--- config.mk ---
export PLATFORM = sky130hd
export DESIGN_NAME = ows_frame_sender
export DESIGN_NICKNAME = d
export VERILOG_FILES = /design/src/rtl/ows_frame_sender.sv
export SDC_FILE = /design/constraint.sdc
export NUM_CORES = 1
export LEC_CHECK = 0
export ABC_AREA = 1
export ABC_CLOCK_PERIOD_IN_PS = 2890
export CORE_ASPECT_RATIO = 0.5
export CORE_MARGIN = 10
export CORE_UTILIZATION = 40
export CTS_BUF_LIST = sky130_fd_sc_hd__clkbuf_16
export DETAILED_ROUTE_END_ITERATION = 8
export DONT_BUFFER_PORTS = 1
export GPL_TIMING_DRIVEN = 0
export PLACE_DENSITY = 0.51
export SYNTH_ARGS = -nofsm -noshare
export SYNTH_HDL_FRONTEND = slang
export SYNTH_SLANG_ARGS = --single-unit
--- constraint.sdc ---
create_clock -name clk -period 2.89 [get_ports clk]
set_input_delay 0.4335 -clock clk [delete_from_list [all_inputs] [get_ports clk]]
set_output_delay 0.4335 -clock clk [all_outputs]
set_load 0.02 [all_outputs]
--- src/rtl/ows_frame_sender.sv ---
// Master-side 1-wire frame sequencer: reset/presence request followed by a
// byte-wise frame (ROM, UID, FUN, ADDR lo/hi, DATA) over a valid/ready handshake.
module ows_frame_sender #(
  parameter int unsigned           data_width   = 8,
  parameter logic [data_width-1:0] skip_rom_cmd = 8'hCC
) (
  input  logic                  clk,
  input  logic                  rst_n,
  input  logic                  start,
  input  logic                  abort,
  input  logic [data_width-1:0] rom_cmd,
  input  logic [63:0]           uid,
  input  logic [data_width-1:0] fun_cmd,
  input  logic [15:0]           address,
  input  logic [data_width-1:0] wr_data,
  output logic                  ow_rst_req,
  input  logic                  ow_rst_done,
  input  logic                  ow_presence,
  output logic [data_width-1:0] tx_byte,
  output logic                  tx_valid,
  input  logic                  tx_ready,
  output logic                  busy,
  output logic                  done,
  output logic                  no_presence,
  output logic [3:0]            byte_idx
);

  typedef enum logic [2:0] {
    IDLE, RST_REQ, RST_WAIT, LOAD, SEND, DONE, ERR
  } state_t;

  state_t                state_q, state_d;
  logic [data_width-1:0] rom_q, rom_d, fun_q, fun_d, wdat_q, wdat_d;
  logic [63:0]           uid_q, uid_d;
  logic [15:0]           addr_q, addr_d;
  logic [data_width-1:0] tx_byte_q, tx_byte_d;
  logic                  tx_valid_q, tx_valid_d;
  logic                  ow_rst_req_q, ow_rst_req_d;
  logic                  busy_q, busy_d;
  logic                  done_q, done_d;
  logic                  no_presence_q, no_presence_d;
  logic [3:0]            byte_idx_q, byte_idx_d;

  logic [data_width-1:0] field_sel;
  logic [3:0]            next_idx;
  logic [2:0]            uid_sel;

  // Field selected by the current frame index; SKIP ROM jumps from ROM straight to FUN.
  always_comb begin
    uid_sel = 3'(byte_idx_q - 4'd1);
    case (byte_idx_q)
      4'd0:                 field_sel = rom_q;
      4'd1, 4'd2, 4'd3, 4'd4,
      4'd5, 4'd6, 4'd7, 4'd8: field_sel = data_width'(uid_q[{uid_sel, 3'b000} +: 8]);
      4'd9:                 field_sel = fun_q;
      4'd10:                field_sel = data_width'(addr_q[7:0]);
      4'd11:                field_sel = data_width'(addr_q[15:8]);
      default:              field_sel = wdat_q;
    endcase
    next_idx = (byte_idx_q == 4'd0 && rom_q == skip_rom_cmd) ? 4'd9 : byte_idx_q + 4'd1;
  end

  always_comb begin
    state_d       = state_q;
    rom_d         = rom_q;
    uid_d         = uid_q;
    fun_d         = fun_q;
    addr_d        = addr_q;
    wdat_d        = wdat_q;
    tx_byte_d     = tx_byte_q;
    tx_valid_d    = tx_valid_q;
    byte_idx_d    = byte_idx_q;
    ow_rst_req_d  = 1'b0;
    done_d        = 1'b0;
    no_presence_d = 1'b0;

    case (state_q)
      IDLE: begin
        if (start && !abort) begin
          rom_d   = rom_cmd;
          uid_d   = uid;
          fun_d   = fun_cmd;
          addr_d  = address;
          wdat_d  = wr_data;
          state_d = RST_REQ;
        end
      end
      RST_REQ: begin
        ow_rst_req_d = 1'b1;
        state_d      = RST_WAIT;
      end
      RST_WAIT: begin
        if (ow_rst_done) begin
          if (ow_presence) begin
            byte_idx_d = 4'd0;
            state_d    = LOAD;
          end else begin
            state_d = ERR;
          end
        end
      end
      LOAD: begin
        tx_byte_d  = field_sel;
        tx_valid_d = 1'b1;
        state_d    = SEND;
      end
      SEND: begin
        if (tx_valid_q && tx_ready) begin
          tx_valid_d = 1'b0;
          if (byte_idx_q == 4'd12) begin
            state_d = DONE;
          end else begin
            byte_idx_d = next_idx;
            state_d    = LOAD;
          end
        end
      end
      DONE: begin
        done_d     = 1'b1;
        byte_idx_d = 4'd0;
        state_d    = IDLE;
      end
      ERR: begin
        no_presence_d = 1'b1;
        state_d       = IDLE;
      end
      default: state_d = IDLE;
    endcase

    // Abort overrides every state transition, including the completion pulses.
    if (abort && state_q != IDLE) begin
      state_d       = IDLE;
      tx_valid_d    = 1'b0;
      ow_rst_req_d  = 1'b0;
      byte_idx_d    = 4'd0;
      done_d        = 1'b0;
      no_presence_d = 1'b0;
    end

    busy_d = (state_d != IDLE);
  end

  always_ff @(posedge clk or negedge rst_n) begin
    if (!rst_n) begin
      state_q       <= IDLE;
      rom_q         <= '0;
      uid_q         <= '0;
      fun_q         <= '0;
      addr_q        <= '0;
      wdat_q        <= '0;
      tx_byte_q     <= '0;
      tx_valid_q    <= 1'b0;
      ow_rst_req_q  <= 1'b0;
      busy_q        <= 1'b0;
      done_q        <= 1'b0;
      no_presence_q <= 1'b0;
      byte_idx_q    <= '0;
    end else begin
      state_q       <= state_d;
      rom_q         <= rom_d;
      uid_q         <= uid_d;
      fun_q         <= fun_d;
      addr_q        <= addr_d;
      wdat_q        <= wdat_d;
      tx_byte_q     <= tx_byte_d;
      tx_valid_q    <= tx_valid_d;
      ow_rst_req_q  <= ow_rst_req_d;
      busy_q        <= busy_d;
      done_q        <= done_d;
      no_presence_q <= no_presence_d;
      byte_idx_q    <= byte_idx_d;
    end
  end

  assign ow_rst_req  = ow_rst_req_q;
  assign tx_byte     = tx_byte_q;
  assign tx_valid    = tx_valid_q;
  assign busy        = busy_q;
  assign done        = done_q;
  assign no_presence = no_presence_q;
  assign byte_idx    = byte_idx_q;

endmodule

==> load_flow_metrics.sql <==
INSERT INTO impl_metrics (metric_group, metric, value, unit) VALUES
('worst_setup_path', 'path_common_cell', 'nand2_1', ''),
('route', 'ant_nets', '0', ''),
('timing', 'slew_viol_final', '0', ''),
('timing', 'tightestPinTransition', '619', 'ps'),
('worst_setup_path', 'setup_slack_of_the_most_critical_reg_to_reg_path', '200', 'ps'),
('timing', 'worst_clock_skew', '10.7', 'ps'),
('placed_design', 'hpwl', '13600', 'um'),
('layout', 'drive_above_1_share', '17.3', '%'),
('worst_setup_path', 'worstPathBufferInverterCount', '5', ''),
('floorplanning', 'fp.coreArea', '15500', 'um^2'),
('route', 'avgViaCountPerCell', '5.01', ''),
('timing', 'hold_ws', '-292', 'ps'),
('layout', 'area_growth', '14.1', '%'),
('outcome', 'outcome', 'complete, but fails checks', ''),
('grt', 'grt_start_max_net_pins', '125', ''),
('logic_synthesis', 'synth.lib_cells_used.distinct', '28', ''),
('clock_network', 'htree_num_levels', '4', ''),
('floorplanning', 'die_h', '109', 'um'),
('clock_network', 'clk_latency', '420', 'ps'),
('logic_synthesis', 'synth.yosys.seq_area_share', '48.7', '%'),
('floorplanning', 'die_w', '198', 'um'),
('logic_synthesis', 'synthesized_nets', '827', ''),
('grt', 'total_gr_overflow', '0', ''),
('layout', 'final_design_area_no_fill', '7270', 'um^2'),
('grt', 'most_heavily_used_metal_layer_in_global_routing', 'met2', ''),
('worst_setup_path', 'cp-start-kind', 'flop', ''),
('logic_synthesis', 'synth_area', '6370', 'um^2'),
('power_and_ir_drop', 'power_density', '1130', 'nW/um^2'),
('grt', 'grtUsageTotal', '17.1', '%'),
('logic_synthesis', 'synth.yosys.warnings', '0', ''),
('grt', 'grt_util_met3', '4.46', '%'),
('grt', 'globalRouteMet1Util', '23.4', '%'),
('worst_setup_path', 'crit_arrival', '3000', 'ps'),
('grt', 'grt.met2_usage', '25.9', '%'),
('clock_network', 'ctsRootBufferMaster', 'clkbuf_16', ''),
('timing', 'timing.final.crit_period', '2690', 'ps'),
('logic_synthesis', 'ys_seq_elements', '124', ''),
('route', 'routed-via-count', '4741', ''),
('placed_design', 'placed_cell_area', '6630', 'um^2'),
('power_and_ir_drop', 'total_leakage_power', '3.67', 'nW'),
('grt', 'first_pass_grt_wire_length', '28100', 'um'),
('clock_network', 'maximum_buffer_depth_of_the_clock_tree', '2', ''),
('worst_setup_path', 'cpPeakStageDelay', '480', 'ps'),
('timing', 'finalSetupViolCount', '0', ''),
('floorplanning', 'placement_rows', '32', ''),
('route', 'wire_per_inst', '19.2', 'um'),
('worst_setup_path', 'cp_data_required_time', '3210', 'ps'),
('route', 'drtPass1Iterations', '5', ''),
('power_and_ir_drop', 'ir_drop', '0.000532', 'V'),
('clock_network', 'cts_inserted_buffers', '17', ''),
('worst_hold_path', 'worstHoldPathType', 'in2async', ''),
('placed_design', 'port_buffers', '0', ''),
('power_and_ir_drop', 'p_total', '8.20', 'mW'),
('logic_synthesis', 'synth_cells', '709', ''),
('clock_network', 'cts_tree', 'done', ''),
('flow_run', 'drv_cap', '0', ''),
('outcome', 'violations_in_the_final_reports', 'negative hold slack', ''),
('grt', 'antenna_found_initial', '0', ''),
('route', 'drc', '0', ''),
('layout', 'antenna_cells_inserted', '0', ''),
('timing', 'setup_repair_after_global_routing_missed_its_margin', 'false', ''),
('worst_setup_path', 'crit_path_max_fanout', '12', ''),
('clock_network', 'clk_pin_slew_worst_paths', '60', 'ps'),
('timing', 'slew_headroom', '58.8', '%'),
('floorplanning', 'design.portCount', '128', ''),
('route', 'first_iter_violations', '280', ''),
('timing', 'maxClockFrequency', '372', 'MHz'),
('logic_synthesis', 'postSynthAreaPerCell', '8.99', 'um^2'),
('grt', 'first_global_vias', '4836', ''),
('worst_setup_path', 'timing_worst_setup_path_type', 'reg2reg', ''),
('layout', 'total_number_of_nets_in_the_final_design', '847', ''),
('worst_setup_path', 'endpoint_kind', 'flop', ''),
('route', 'wl', '18200', 'um'),
('worst_setup_path', 'cp_cell_sequence', 'buf_2 -> clkinv_2 -> buf_2 -> ha_1 -> buf_2 -> inv_1 -> nor2_1 -> nand2_1 -> nand3_1 -> nand3_1 -> nand2_1 -> nand2_1 -> nand2_1', ''),
('placed_design', 'gp_congestion', '0.823', ''),
('worst_setup_path', 'cell_with_the_biggest_individual_delay_on_the_critical_path', 'dfrtp_2', ''),
('worst_setup_path', 'critPathTopFamily', 'buffers and inverters', ''),
('clock_network', 'tritoncts_sinks', '124', ''),
('timing', 'timing.final.crit_share', '92.9', '%'),
('floorplanning', 'initial_core_util', '41.1', '%'),
('floorplanning', 'dieArea', '21700', 'um^2'),
('timing', 'final-hold-violation-count', '124', '');
-- final cells by class --
cell class              instances  area [um^2]
fillers                      1550         8220
flip-flops and latches        124         3100
multi-input cells             474         2740
inverters                      75          283
repair buffers                  1         7.51
well taps                     204          255
plain buffers                  36          249
clock inverters                15          204
clock buffers                  17          425
-- synth_stat cells (all sizes together) --
library cell,number,area share [%]
nand2,138,8.2
dfrtp,124,49
nor2,112,7.0
inv,74,4.4
nand3,71,5.6
mux2,62,13
a21oi,54,4.2
buf,29,3.4
o21ai,9,0.71
nand4,8,0.79
clkbuf,7,0.41
ha,7,1.4
nor3,5,0.47
a31oi,2,0.20
nand3b,2,0.24
xor2,2,0.27
clkinv,1,0.059
o211ai,1,0.12
xnor2,1,0.43
-- placed cells by master (no fill, tap or decap), drive strengths merged --
| cell | instances |
|---|---|
| nor2 | 112 |
| nand4 | 8 |
| clkinvlp | 2 |
| nand3b | 2 |
| mux2 | 62 |
| xnor2 | 1 |
| inv | 75 |
| nor3 | 5 |
| dfrtp | 124 |
| nand2 | 138 |
| o211ai | 1 |
| buf | 30 |
| o21ai | 9 |
| bufinv | 5 |
| clkinv | 8 |
| clkbuf | 24 |
| a21oi | 54 |
| nand3 | 71 |
| ha | 7 |
| a31oi | 2 |
| xor2 | 2 |
-- path summary, 6_finish.rpt --
| path | start | end | cells after the start |
|---|---|---|---|
| max in group asynchronous | rst_n | byte_idx[3] | 0 |
| hold / removal | rst_n | uid_q[5] | 0 |
| setup / recovery | byte_idx[0] | tx_byte[1] | 13 |
| min in group clk | abort | done | 1 |
| hold reg to reg | uid_q[48] | uid_q[48] | 1 |
| setup reg to reg | byte_idx[0] | tx_byte[1] | 13 |
-- cell families after synthesis --
kind of cell / synth area share, %
buffers and inverters: 8.25
and+or+nand+nor: 22.3
DFF: 48.7
AOI/OAI and AO/OA: 5.26
muxes: 13.4
xor gates and xnor gates: 0.707
adders and majority gates: 1.37
-- state kept, by name, indices dropped and copies added, names as in the netlist, 3 cells and up --
register,cells
uid_q,64
addr_q,16
fun_q,8
rom_q,8
tx_byte,8
wdat_q,8
byte_idx,4
state_q,3
-- layer usage --
layer  up-vias  share of wire [%]
li1       2319                  -
met1      2297                 49
met2       106                 44
met3        19                5.4
met4         0                1.2
met5         -                  0
-- metrics by stage --
step / setup slack [ps] / instances / setup TNS (ps) / util (%)
after floorplan: 585 / 709 / 0 / -
after global placement: -430 / 913 / -3020 / 42.8
after detailed placement: -394 / 913 / -2720 / 42.8
after CTS: 83.1 / 945 / 0 / 46.9
after global routing: 29.6 / 946 / 0 / 46.9
final: 204 / 946 / 0 / 46.9
-- worst register-to-register path: cells and delay by family, from the launching register on --
kind	cells	cell delay [ps]
buffers and inverters	5	1100
and+or+nand+nor	7	670
DFF	1	480
adders and majority gates	1	330
-- where the power goes --
part | leakage, nW | switching (mW) | total [mW] | internal [mW]
clock | 0.306 | 0.805 | 2.32 | 1.51
sequential | 1.45 | 0.524 | 3.07 | 2.55
combinational | 1.91 | 1.53 | 2.81 | 1.28
total | 3.67 | 2.86 | 8.20 | 5.34
-- repair_timing --
item                                   in CTS  in global routing
gates resized for setup                     4                  2
pin swaps                                   0                  1
buffers inserted                            0                  1
setup endpoints to repair                   9                  7
endpoints found under the hold margin     124                124
(Power assumes the default switching activity.)
